--- src/rtl/cep_backdoor_pkg.sv ---
// Shared types for the scratchpad backdoor path.
//   bd_state_e     : sequencer states of the backdoor owner
//   bd_req_t       : one captured backdoor request (write flag, address, data)
//   BD_ADDR_W/DATA_W : native widths of the scratchpad override port
//   rr_wrap_inc    : circular increment used for the round-robin pointer
package cep_backdoor_pkg;

  localparam int BD_ADDR_W = 32;
  localparam int BD_DATA_W = 64;

  typedef enum logic [1:0] {
    IDLE,
    WR,
    RD_ADDR,
    RD_DATA
  } bd_state_e;

  typedef struct packed {
    logic                 write;
    logic [BD_ADDR_W-1:0] addr;
    logic [BD_DATA_W-1:0] wdata;
  } bd_req_t;

  // Next requester index after idx, wrapping from n-1 back to 0.
  function automatic int unsigned rr_wrap_inc(input int unsigned idx, input int unsigned n);
    return (idx + 1 >= n) ? 0 : idx + 1;
  endfunction

endpackage

--- src/rtl/cep_rr_arbiter.sv ---
// Combinational round-robin picker.
//   req       : per-requester request vector
//   rr_ptr    : index searched first; search continues circularly
//   enable    : when low no grant is produced
//   grant     : one-hot grant (or zero)
//   grant_idx : binary index of the granted requester (0 when no grant)
module cep_rr_arbiter #(
  parameter int NUM_REQ = 4,
  localparam int IDX_W  = $clog2(NUM_REQ)
) (
  input  logic [NUM_REQ-1:0] req,
  input  logic [IDX_W-1:0]   rr_ptr,
  input  logic               enable,
  output logic [NUM_REQ-1:0] grant,
  output logic [IDX_W-1:0]   grant_idx
);

  logic [IDX_W:0] cand;
  logic           found;

  always_comb begin
    // NOTE: every output and temporary gets a default before the search so no path infers a latch.
    grant     = '0;
    grant_idx = '0;
    found     = 1'b0;
    cand      = '0;
    for (int k = 0; k < NUM_REQ; k++) begin
      // rr_ptr + k is below 2*NUM_REQ, so a single subtraction wraps it.
      cand = {1'b0, rr_ptr} + (IDX_W+1)'(k);
      if (cand >= (IDX_W+1)'(NUM_REQ)) cand = cand - (IDX_W+1)'(NUM_REQ);
      if (enable && !found && req[cand[IDX_W-1:0]]) begin
        found                     = 1'b1;
        grant[cand[IDX_W-1:0]]    = 1'b1;
        grant_idx                 = cand[IDX_W-1:0];
      end
    end
  end

endmodule

--- src/rtl/scratchpad_backdoor_arbiter.sv ---
// Single-owner sequencer for the 64-bit scratchpad backdoor override port.
// Requesters are served round-robin, one transaction at a time.
//   req_valid/req_ready/req_write/req_addr/req_wdata : per-requester request side
//                                                     (addr/wdata packed, requester i at slice i)
//   rsp_valid/rsp_err/rsp_rdata : registered completion; rsp_err marks a memory-reset abort
//   mem_rst_i                   : scratchpad wrapper reset (active high)
//   mem_sel_o/mem_write_o/mem_mask_o/mem_addr_o/mem_wdata_o : override drive, zero when idle
//   mem_rdata_i                 : registered scratchpad read data
module scratchpad_backdoor_arbiter
  import cep_backdoor_pkg::*;
#(
  parameter int NUM_REQ = 4,
  parameter int ADDR_W  = BD_ADDR_W,
  parameter int DATA_W  = BD_DATA_W,
  parameter int MASK_W  = DATA_W / 8
) (
  input  logic                      clk,
  input  logic                      rst_n,
  input  logic [NUM_REQ-1:0]        req_valid,
  output logic [NUM_REQ-1:0]        req_ready,
  input  logic [NUM_REQ-1:0]        req_write,
  input  logic [NUM_REQ*ADDR_W-1:0] req_addr,
  input  logic [NUM_REQ*DATA_W-1:0] req_wdata,
  output logic [NUM_REQ-1:0]        rsp_valid,
  output logic                      rsp_err,
  output logic [DATA_W-1:0]         rsp_rdata,
  input  logic                      mem_rst_i,
  output logic                      mem_sel_o,
  output logic                      mem_write_o,
  output logic [MASK_W-1:0]         mem_mask_o,
  output logic [ADDR_W-1:0]         mem_addr_o,
  output logic [DATA_W-1:0]         mem_wdata_o,
  input  logic [DATA_W-1:0]         mem_rdata_i
);

  localparam int IDX_W = $clog2(NUM_REQ);

  bd_state_e          state, state_d;
  logic [IDX_W-1:0]   rr_ptr;
  logic [IDX_W-1:0]   grant_idx;
  logic [NUM_REQ-1:0] grant;
  logic [NUM_REQ-1:0] owner;
  logic               grant_any;
  logic               busy;
  bd_req_t            cap;

  // Grants only from IDLE, never while the memory is in reset, and never while
  // rst_n is low so req_ready reads zero during reset like every other output.
  cep_rr_arbiter #(.NUM_REQ(NUM_REQ)) u_rr (
    .req       (req_valid),
    .rr_ptr    (rr_ptr),
    .enable    ((state == IDLE) && !mem_rst_i && rst_n),
    .grant     (grant),
    .grant_idx (grant_idx)
  );

  assign req_ready = grant;
  assign grant_any = |grant;

  always_comb begin
    state_d = state;
    unique case (state)
      IDLE:    if (grant_any) state_d = req_write[grant_idx] ? WR : RD_ADDR;
      WR:      state_d = IDLE;
      RD_ADDR: state_d = mem_rst_i ? IDLE : RD_DATA;
      RD_DATA: state_d = IDLE;
      default: state_d = IDLE;
    endcase
  end

  always_ff @(posedge clk or negedge rst_n) begin
    if (!rst_n) begin
      state     <= IDLE;
      rr_ptr    <= '0;
      owner     <= '0;
      cap       <= '0;
      rsp_valid <= '0;
      rsp_err   <= 1'b0;
      rsp_rdata <= '0;
    end else begin
      // NOTE: non-blocking assignments so every register updates from pre-edge values.
      state     <= state_d;
      rsp_valid <= '0;
      rsp_err   <= 1'b0;
      if (grant_any) begin
        owner     <= grant;
        rr_ptr    <= IDX_W'(rr_wrap_inc(32'(grant_idx), NUM_REQ));
        cap.write <= req_write[grant_idx];
        cap.addr  <= req_addr[32'(grant_idx)*ADDR_W +: ADDR_W];
        cap.wdata <= req_wdata[32'(grant_idx)*DATA_W +: DATA_W];
      end
      // A memory reset during any busy state completes the owner with rsp_err
      // and leaves rsp_rdata holding the last good read.
      unique case (state)
        WR: begin
          rsp_valid <= owner;
          rsp_err   <= mem_rst_i;
        end
        RD_ADDR: if (mem_rst_i) begin
          rsp_valid <= owner;
          rsp_err   <= 1'b1;
        end
        RD_DATA: begin
          rsp_valid <= owner;
          rsp_err   <= mem_rst_i;
          if (!mem_rst_i) rsp_rdata <= mem_rdata_i;
        end
        default: ;
      endcase
    end
  end

  // Override drive is derived from state so nothing but zeros leaves the
  // block while idle, including the cycle right after an abort.
  assign busy        = (state != IDLE);
  assign mem_sel_o   = busy;
  assign mem_write_o = (state == WR) && cap.write;
  assign mem_mask_o  = busy ? '1 : '0;
  assign mem_addr_o  = busy ? cap.addr : '0;
  assign mem_wdata_o = (state == WR) ? cap.wdata : '0;

endmodule

--- config.mk ---
export PLATFORM = sky130hd
export DESIGN_NAME = scratchpad_backdoor_arbiter
export DESIGN_NICKNAME = d
export VERILOG_FILES = /design/src/rtl/cep_backdoor_pkg.sv /design/src/rtl/cep_rr_arbiter.sv /design/src/rtl/scratchpad_backdoor_arbiter.sv
export SDC_FILE = /design/constraint.sdc
export NUM_CORES = 1
export LEC_CHECK = 0
export BUFFER_PORTS_ARGS = -buffer_cell sky130_fd_sc_hd__buf_2
export CAP_MARGIN = 20
export CORE_AREA = 2 2 249 251
export CTS_CLUSTER_SIZE = 8
export DETAILED_ROUTE_END_ITERATION = 8
export DIE_AREA = 0 0 251 253
export GPL_ROUTABILITY_DRIVEN = 0
export GPL_TIMING_DRIVEN = 0
export HOLD_SLACK_MARGIN = 0.1
export PLACE_DENSITY = 0.52
export SETUP_SLACK_MARGIN = 0.15
export SLEW_MARGIN = 15
export SYNTH_ARGS = -nofsm -noshare
export SYNTH_HDL_FRONTEND = slang
export SYNTH_SLANG_ARGS = --single-unit
--- constraint.sdc ---
create_clock -name clk -period 4.2 [get_ports clk]
set_clock_uncertainty 0.2 [all_clocks]
set_input_delay 0 -clock clk [delete_from_list [all_inputs] [get_ports clk]]
set_output_delay 0 -clock clk [all_outputs]
set_load 0.01 [all_outputs]
==> results_dict.tcl, run 1 <==
set metrics [dict create \
    ios 638 \
    synth_area_leader_cell "dfrtp_1" \
    seq_area_frac_synth_pct 39.8 \
    rows 91 \
    cts.sinks 174 \
    synth_edf_count 0 \
    synth_fp_nets 1465 \
    synthAdderAreaFrac_pct 0.914 \
    dpl.hpwl_um 36000 \
    failing_step "4_1_cts" \
    ys_warn_count 0 \
    synth_xor_area_share_pct 0.0800 \
    cts_resized 2 \
    holdBufCountCts 493 \
    post_cts_buffers 2 \
    synth_cell_types 43 \
    synth_top_area_share_pct 39.8 \
    muxShareOfSynthArea_pct 34.8 \
    initial_core_util_pct 17.9 \
    synth_cells 998 \
    ys_ff_latch 174 \
    clockBufferDepth 2 \
    synth-compound-area-share_pct 6.91 \
    numCtsBuffers 17 \
    cts-root-buf "clkbuf_16" \
    async_flop_share_pct 100 \
    syn_area_mm2 0.0110 \
    tool.error "[ERROR RSZ-0060] Max buffer count reached." \
    synth_top_family_by_area "multiplexers" \
    htreeDepth 4 \
    post_dp_cell_area_mm2 0.0152 \
    fp.dieH_um 253 \
    die_width_um 251 \
    synth_simple_gate_area_share_pct 11.2 \
    numPortBuffers 637 \
    syn_area_per_cell_um2 11.0 \
    status "did not finish" \
    synth_flop_cell "dfrtp_1" \
    place_ws_ns -0.159 \
    synth_area_leaders "dfrtp_1 (40%), mux2i_1 (18%), mux2_2 (16%), o21ai_1 (4.4%), and2_1 (3.9%)" \
]
through the flow:
stage | setup TNS, ns | instances
3_5_place_dp | -11.09 | 2426
3_3_place_gp | -148.15 | 2425
2_1_floorplan | 0 | 998
cell usage after synthesis, types with 3 or more instances:
cell type,number
a21o_1,4
a221oi_1,3
a31oi_2,4
and2_1,68
buf_12,11
buf_2,14
buf_4,17
buf_6,11
clkbuf_1,31
dfrtp_1,174
ha_1,8
inv_1,4
mux2_2,160
mux2i_1,194
mux4_2,3
nand2_1,112
nand3_1,3
nand4_1,4
nor2_1,7
nor2b_1,39
o21a_1,7
o21ai_1,96
cell families after synthesis:
| group | count (synthesis) |
|---|---|
| AOI/OAI and AO/OA | 129 |
| xor gates and xnor gates | 1 |
| adders and majority gates | 8 |
| buffers and inverters | 89 |
| DFF | 174 |
| muxes | 357 |
| and+or+nand+nor | 240 |
==> run 2: changes to the inputs <==
Settings changed: CORE_AREA 2 2 249 251 to 2 2 252 254, CTS_CLUSTER_SIZE 8 to unset, DIE_AREA 0 0 251 253 to 0 0 254 256, HOLD_SLACK_MARGIN 0.1 to unset, PLACE_DENSITY 0.52 to unset, PLACE_DENSITY_LB_ADDON set to 0.15, SETUP_SLACK_MARGIN 0.15 to unset.
==> run 2 against run 1 <==
  * The flow now finishes without violations
  * Synthesized cell count stayed put
  * Synthesized area is the same
==> results_dict.tcl, run 2 <==
set metrics [dict create \
    synth_top_area_share_pct 39.8 \
    synthAdderAreaFrac_pct 0.914 \
    yosys-top-cells-count "mux2i_1 (194), dfrtp_1 (174), mux2_2 (160)" \
    slew_headroom_pct 39.9 \
    numPortBuffers 637 \
    p_leak_nw 9.61 \
    syn_area_per_cell_um2 11.0 \
    core_area_mm2 0.0624 \
    finalSetupViolCount 0 \
    ys_ff_latch 174 \
    grt_max_degree 92 \
    hold_class "in2reg" \
    muxShareOfSynthArea_pct 34.8 \
    synth_area_leader_cell "dfrtp_1" \
    criticalPathCategory "reg2reg" \
    worst_setup_path_start_kind "flop" \
    via_per_inst 4.03 \
    htreeDepth 4 \
    hold_viol 0 \
    critical_path_arrival_ns 4.12 \
    async_flop_share_pct 100 \
    synth-compound-area-share_pct 6.91 \
    ys_warn_count 0 \
    fp.dieH_um 256 \
    syn_area_mm2 0.0110 \
    synth_area_leaders "dfrtp_1 (40%), mux2i_1 (18%), mux2_2 (16%), o21ai_1 (4.4%), and2_1 (3.9%)" \
    die-area_mm2 0.0650 \
    final_core_util_pct 32.9 \
    synth_xor_area_share_pct 0.0800 \
    grt_pass1_vias 13400 \
    status "completed" \
    grt_util_all_layers_pct 16.1 \
    syn_to_final_growth_pct 87.3 \
    routed_wl_um 54000 \
    grt_pass1_wl_um 78000 \
    drt_iter0_markers 370 \
    final_cell_mix "buf_2 (649), dlygate4sd3_1 (458), mux2i_1 (194), dfrtp_1 (173), mux2_2 (160)" \
    timing.final.crit_share_pct 94.7 \
    min-delay-start "mem_rdata_i[42]" \
    r2r_start "rr_ptr[1]" \
    drv_slew 0 \
    synth_flop_cell "dfrtp_1" \
    cts-root-buf "clkbuf_16" \
    clockBufferDepth 2 \
    rsz0062_at_grt "false" \
    power_density_mw_per_mm2 456 \
    synth_simple_gate_area_share_pct 11.2 \
    drtAntennaViolNets 0 \
    antenna_found_initial 5 \
    synth_fp_nets 1465 \
    cts.sinks 174 \
    wire_per_inst_um 18.1 \
    dpl.hpwl_um 38400 \
    drc 0 \
    yosysMostFrequentCell "mux2i_1" \
    reg.largest.list "cap x97, rsp_rdata x64" \
    irDropWorstVdd_mv 0.310 \
    synth_top_family_by_area "multiplexers" \
    rows 92 \
    whs_ns 0.0789 \
    seq_area_frac_synth_pct 39.8 \
    numCtsBuffers 17 \
    grt-ovfl-total 0 \
    endpoint_kind "flop" \
    largest_reg_flops 97 \
    top_register "cap" \
    period_minus_slack_ns 3.98 \
    place_ws_ns -0.0840 \
    vias 12000 \
    path_max_fanout 10 \
    setup_slack_ns 0.222 \
    synth_edf_count 0 \
    worst_pin_slew_ns 0.902 \
    synth_cells 998 \
    first_pass_iters 4 \
    worst_ep_required_time_ns 4.34 \
    cp-startpoint "rr_ptr[1]" \
    drive_gt1_share_pct 42.3 \
    initial_core_util_pct 17.6 \
    max-cap-violations 0 \
    clock_latency_ns 0.48 \
    die_width_um 254 \
    ios 638 \
    path_clk_slew_ns 0.08 \
    cts_tree "built" \
    fmax_mhz 251 \
    layout.nets 2584 \
    layout_commonest_cell "buf_2" \
    synth_cell_types 43 \
]
## run 2: cell counts after synthesis
Identical to the previous run, type by type.
## run 2: kinds of logic after synthesis
family                     Yosys count
buffers and inverters               89
muxes                              357
AOI/OAI and AO/OA                  129
xor gates and xnor gates             1
DFF                                174
and+or+nand+nor                    240
adders and majority gates            8
## run 2: worst max-delay path: stages, from the launching register on
cell and delay, ns:
dfrtp_1 0.61, inv_1 0.25, ha_1 0.44, mux4_2 0.45
a211oi_2 0.28, o21ai_2 0.11, nand3_2 0.10, buf_6 0.14
buf_2 0.44, mux2i_1 0.52, mux2_2 0.24, o21ai_1 0.05
## run 2: routing by layer
layer  track usage, %  share of wire, %  wire (um)  up-vias
li1                 -                 -          -     5731
met1             18.1                41      22100     5743
met2             28.4                50      26800      445
met3             4.13               6.0       3240       96
met4             7.55               3.5       1880        4
met5                0             0.056         30        -
## run 2: area by class of cell
class | instances | area (um^2)
Antenna cell | 3 | 7.51
Buffer | 85 | 677
Clock buffer | 18 | 439
Clock inverter | 14 | 171
Fill cell | 6496 | 41900
Inverter | 4 | 15.0
Multi-Input combinational cell | 735 | 5910
Sequential cell | 174 | 4360
Tap cell | 846 | 1060
Timing Repair Buffer | 1100 | 7880
## run 2: stage by stage
step	instances	area, um^2	TNS [ns]	total power [mW]
finish	2979	20500	0	9.36
detailed placement	2482	15200	-4.40	7.40
global placement	2481	15200	-250.73	7.33
floorplan	998	11000	0	5.51
global route	2979	20500	0	10.1
CTS	2974	20500	0	9.58
## run 2: timing repair
action                                  4_1_cts  5_1_grt
hold buffers                                459        0
setup buffers                                 1        1
pin swaps                                     1        0
cloned                                        0        1
hold endpoints to repair                    344        0
gates resized for setup                       2        1
endpoints found under the setup margin       83       94
## run 2: final timing paths
kind	to	slack, ns	cells after the start
setup reg to reg	cap[66]	0.22	11
min in group asynchronous	rsp_valid[1]	0.49	4
max in group asynchronous	rsp_rdata[43]	2.84	4
hold / removal	rsp_rdata[42]	0.08	3
hold reg to reg	owner[0]	0.28	1
setup / recovery	cap[66]	0.22	11
## run 2: power by group
part	switching [mW]	leakage, nW	internal, mW
Combinational	2.53	7.13	2.28
Sequential	0.381	2.18	2.44
Clock	0.810	0.297	0.915
(Power assumes the default switching activity.)
==> run 3: changes to the inputs <==
Settings changed: CORE_AREA 2 2 252 254 to 2 2 247 249, DIE_AREA 0 0 254 256 to 0 0 249 251.
==> run 3 against run 2 <==
  * Critical path depth is 4 higher
  * Wire length is 1.7% lower
  * Largest power group unchanged
  * Flip-flop and latch count did not move
  * Register-to-register slack improved by 0.05 ns
  * Sequential power about the same
  * Count of clock-buffer cells in the layout fell by 1
==> results_dict.tcl, run 3 (synthesized netlist as in run 2, its figures left out) <==
set metrics [dict create \
    place_ws_ns -0.0656 \
    wire_per_inst_um 18.2 \
    timing.final.crit_share_pct 93.7 \
    grt_pass1_wl_um 78300 \
    layout.nets 2584 \
    critical_path_arrival_ns 4.16 \
    grt-ovfl-total 0 \
    hold_class "in2reg" \
    path_clk_slew_ns 0.08 \
    fmax_mhz 254 \
    drive_gt1_share_pct 42.3 \
    status "completed" \
    first_pass_iters 4 \
    final_cell_mix "buf_2 (649), dlygate4sd3_1 (458), mux2i_1 (194), dfrtp_1 (173), mux2_2 (160)" \
    worst_ep_required_time_ns 4.43 \
    reg.largest.list "cap x97, rsp_rdata x64" \
    grt_util_all_layers_pct 16.6 \
    tns_ns 0 \
    grt_max_degree 89 \
    power_density_mw_per_mm2 456 \
    nFillCells 6085 \
    grt_pass1_vias 13500 \
    via_per_inst 4.16 \
    numPortBuffers 637 \
    htreeDepth 4 \
    ios 638 \
    criticalPathCategory "in2reg" \
    cts.sinks 174 \
    rsz0062_at_grt "false" \
    endpoint_kind "flop" \
    setup_slack_ns 0.263 \
    cts-root-buf "clkbuf_16" \
    hold_depth 3 \
    rows 90 \
    vias 12100 \
    core_area_mm2 0.0598 \
    syn_to_final_growth_pct 86.7 \
    largest_reg_flops 97 \
    whs_ns 0.0700 \
    irDropWorstVdd_mv 0.308 \
    finalNonFillerCells 2917 \
    hold_viol 0 \
    clock_latency_ns 0.49 \
    numCtsBuffers 17 \
    initial_core_util_pct 18.3 \
    drv_slew 0 \
    period_minus_slack_ns 3.94 \
    worst_setup_path_start_kind "primary input" \
    routed_wl_um 53100 \
    place_inst 2418 \
    finalSetupViolCount 0 \
    cts_tree "built" \
    die-area_mm2 0.0625 \
    die_width_um 249 \
    antenna_found_initial 5 \
    drtAntennaViolNets 0 \
    final_core_util_pct 34.2 \
    slew_headroom_pct 46.1 \
    path_max_fanout 44 \
    worst_pin_slew_ns 0.809 \
    max-cap-violations 0 \
    top_register "cap" \
    layout_commonest_cell "buf_2" \
    p_leak_nw 9.61 \
    drc 0 \
    rr_worst_depth 12 \
    dpl.hpwl_um 37100 \
    drt_iter0_markers 479 \
    clockBufferDepth 2 \
    fp.dieH_um 251 \
]
[run 3: final timing paths]
| check | start | end | slack [ns] |
|---|---|---|---|
| setup / recovery | rst_n | cap[96] | 0.26 |
| hold / removal | mem_rdata_i[63] | rsp_rdata[63] | 0.07 |
| setup reg to reg | rr_ptr[1] | cap[96] | 0.27 |
| hold reg to reg | owner[1] | owner[1] | 0.27 |
| max in group asynchronous | rst_n | rsp_rdata[3] | 2.83 |
| min in group asynchronous | rst_n | cap[96] | 0.48 |
[run 3: timing repair]
action,CTS,global route
cloned,0,1
setup buffers,1,1
endpoints found under the hold margin,347,0
resized for setup,1,2
hold buffers,459,0
setup endpoints to repair,80,62
pin swaps,1,0
[run 3: final cells by class]
type	count	area (um^2)	share of cell area (%)
Multi-Input combinational cell	735	5910	28.9
Buffer	85	677	3.31
Tap cell	782	978	4.79
Antenna cell	5	12.5	0.0612
Timing Repair Buffer	1100	7880	38.5
Clock buffer	17	425	2.08
Sequential cell	174	4360	21.3
Inverter	4	15.0	0.0735
Clock inverter	15	191	0.937
[run 3: metal layers]
metal | up-vias | global-route usage, % | part of all wire [%]
li1 | 5736 | - | -
met1 | 5791 | 18.7 | 40
met2 | 473 | 29.0 | 50
met3 | 129 | 4.32 | 6.0
met4 | 2 | 8.35 | 3.9
met5 | - | 0 | 0.019
[run 3: power breakdown]
| group | switching [mW] | leakage (nW) | internal (mW) |
|---|---|---|---|
| registers | 0.365 | 2.18 | 2.44 |
| logic | 2.51 | 7.13 | 2.29 |
| clock network | 0.852 | 0.297 | 0.858 |
[run 3: per-stage QoR]
step / power (mW) / area (um^2)
after floorplan: 5.51 / 11000
after CTS: 9.51 / 20400
after global routing: 10.1 / 20400
after detailed placement: 7.36 / 15200
after global placement: 7.31 / 15100
final: 9.31 / 20400
[run 3: worst max-delay path: stages]
cell and delay (ns):
dlygate4sd3_1 0.53, dlygate4sd3_1 0.59, buf_8 0.17, buf_16 0.22, or4b_1 0.47, buf_4 0.20, nor3b_1 0.19, nand3_1 0.14
nand3_2 0.10, buf_6 0.17, buf_8 0.19, a221oi_1 0.12, dlygate4sd3_1 0.62, o21bai_1 0.21, a21boi_1 0.17
==> run 4: changes to the inputs <==
Settings changed: CORE_AREA 2 2 247 249 to 2 2 251 253, CTS_BUF_LIST set to sky130_fd_sc_hd__clkbuf_4, DIE_AREA 0 0 249 251 to 0 0 253 255.
==> run 4 against run 3 <==
  * The run now fails in 4_1_cts
  * Synthesized cell count unchanged
  * Synthesized area unchanged
==> results_dict.tcl, run 4 <==
set metrics [dict create \
    status "did not finish" \
    failing_step "4_1_cts" \
    tool.error "[ERROR RSZ-0060] Max buffer count reached." \
    ios 638 \
    seq_area_frac_synth_pct 39.8 \
    ys_warn_count 0 \
    synth_simple_gate_area_share_pct 11.2 \
    cts.sinks 174 \
    synth_edf_count 0 \
    numPortBuffers 637 \
    ys_ff_latch 174 \
    yosysMostFrequentCell "mux2i_1" \
    synth_top_family_by_area "multiplexers" \
    htreeDepth 4 \
    fp.dieH_um 255 \
    syn_area_per_cell_um2 11.0 \
    yosys-top-cells-count "mux2i_1 (194), dfrtp_1 (174), mux2_2 (160)" \
    cts-root-buf "clkbuf_4" \
    synth_xor_area_share_pct 0.0800 \
    synthAdderAreaFrac_pct 0.914 \
    syn_area_mm2 0.0110 \
    numCtsBuffers 17 \
    synth_area_leader_cell "dfrtp_1" \
    synth_fp_nets 1465 \
    initial_core_util_pct 17.6 \
    synth_flop_cell "dfrtp_1" \
    post_dp_cell_area_mm2 0.0152 \
    synth_area_leaders "dfrtp_1 (40%), mux2i_1 (18%), mux2_2 (16%), o21ai_1 (4.4%), and2_1 (3.9%)" \
    muxShareOfSynthArea_pct 34.8 \
    post_cts_buffers 2 \
    die_width_um 253 \
    cts_resized 7 \
    synth_cells 998 \
    synth_cell_types 43 \
    async_flop_share_pct 100 \
    synth-compound-area-share_pct 6.91 \
    dpl.hpwl_um 38100 \
    holdBufCountCts 495 \
    clockBufferDepth 2 \
    synth_top_area_share_pct 39.8 \
    rows 92 \
    place_inst 2436 \
]
## run 4: cell counts after synthesis
No cell type changed its count.
## run 4: cells by family after synthesis
kind of cell,Yosys count
muxes,357
and+or+nand+nor,240
DFF,174
AOI/OAI and AO/OA,129
buffers and inverters,89
adders and majority gates,8
xor gates and xnor gates,1
## run 4: through the flow
stage	setup slack, ns	hold slack [ns]	TNS (ns)
after floorplan	0.955	-0.496	0
after global placement	-2.42	0.0318	-243.81
after detailed placement	-0.286	-0.324	-12.25
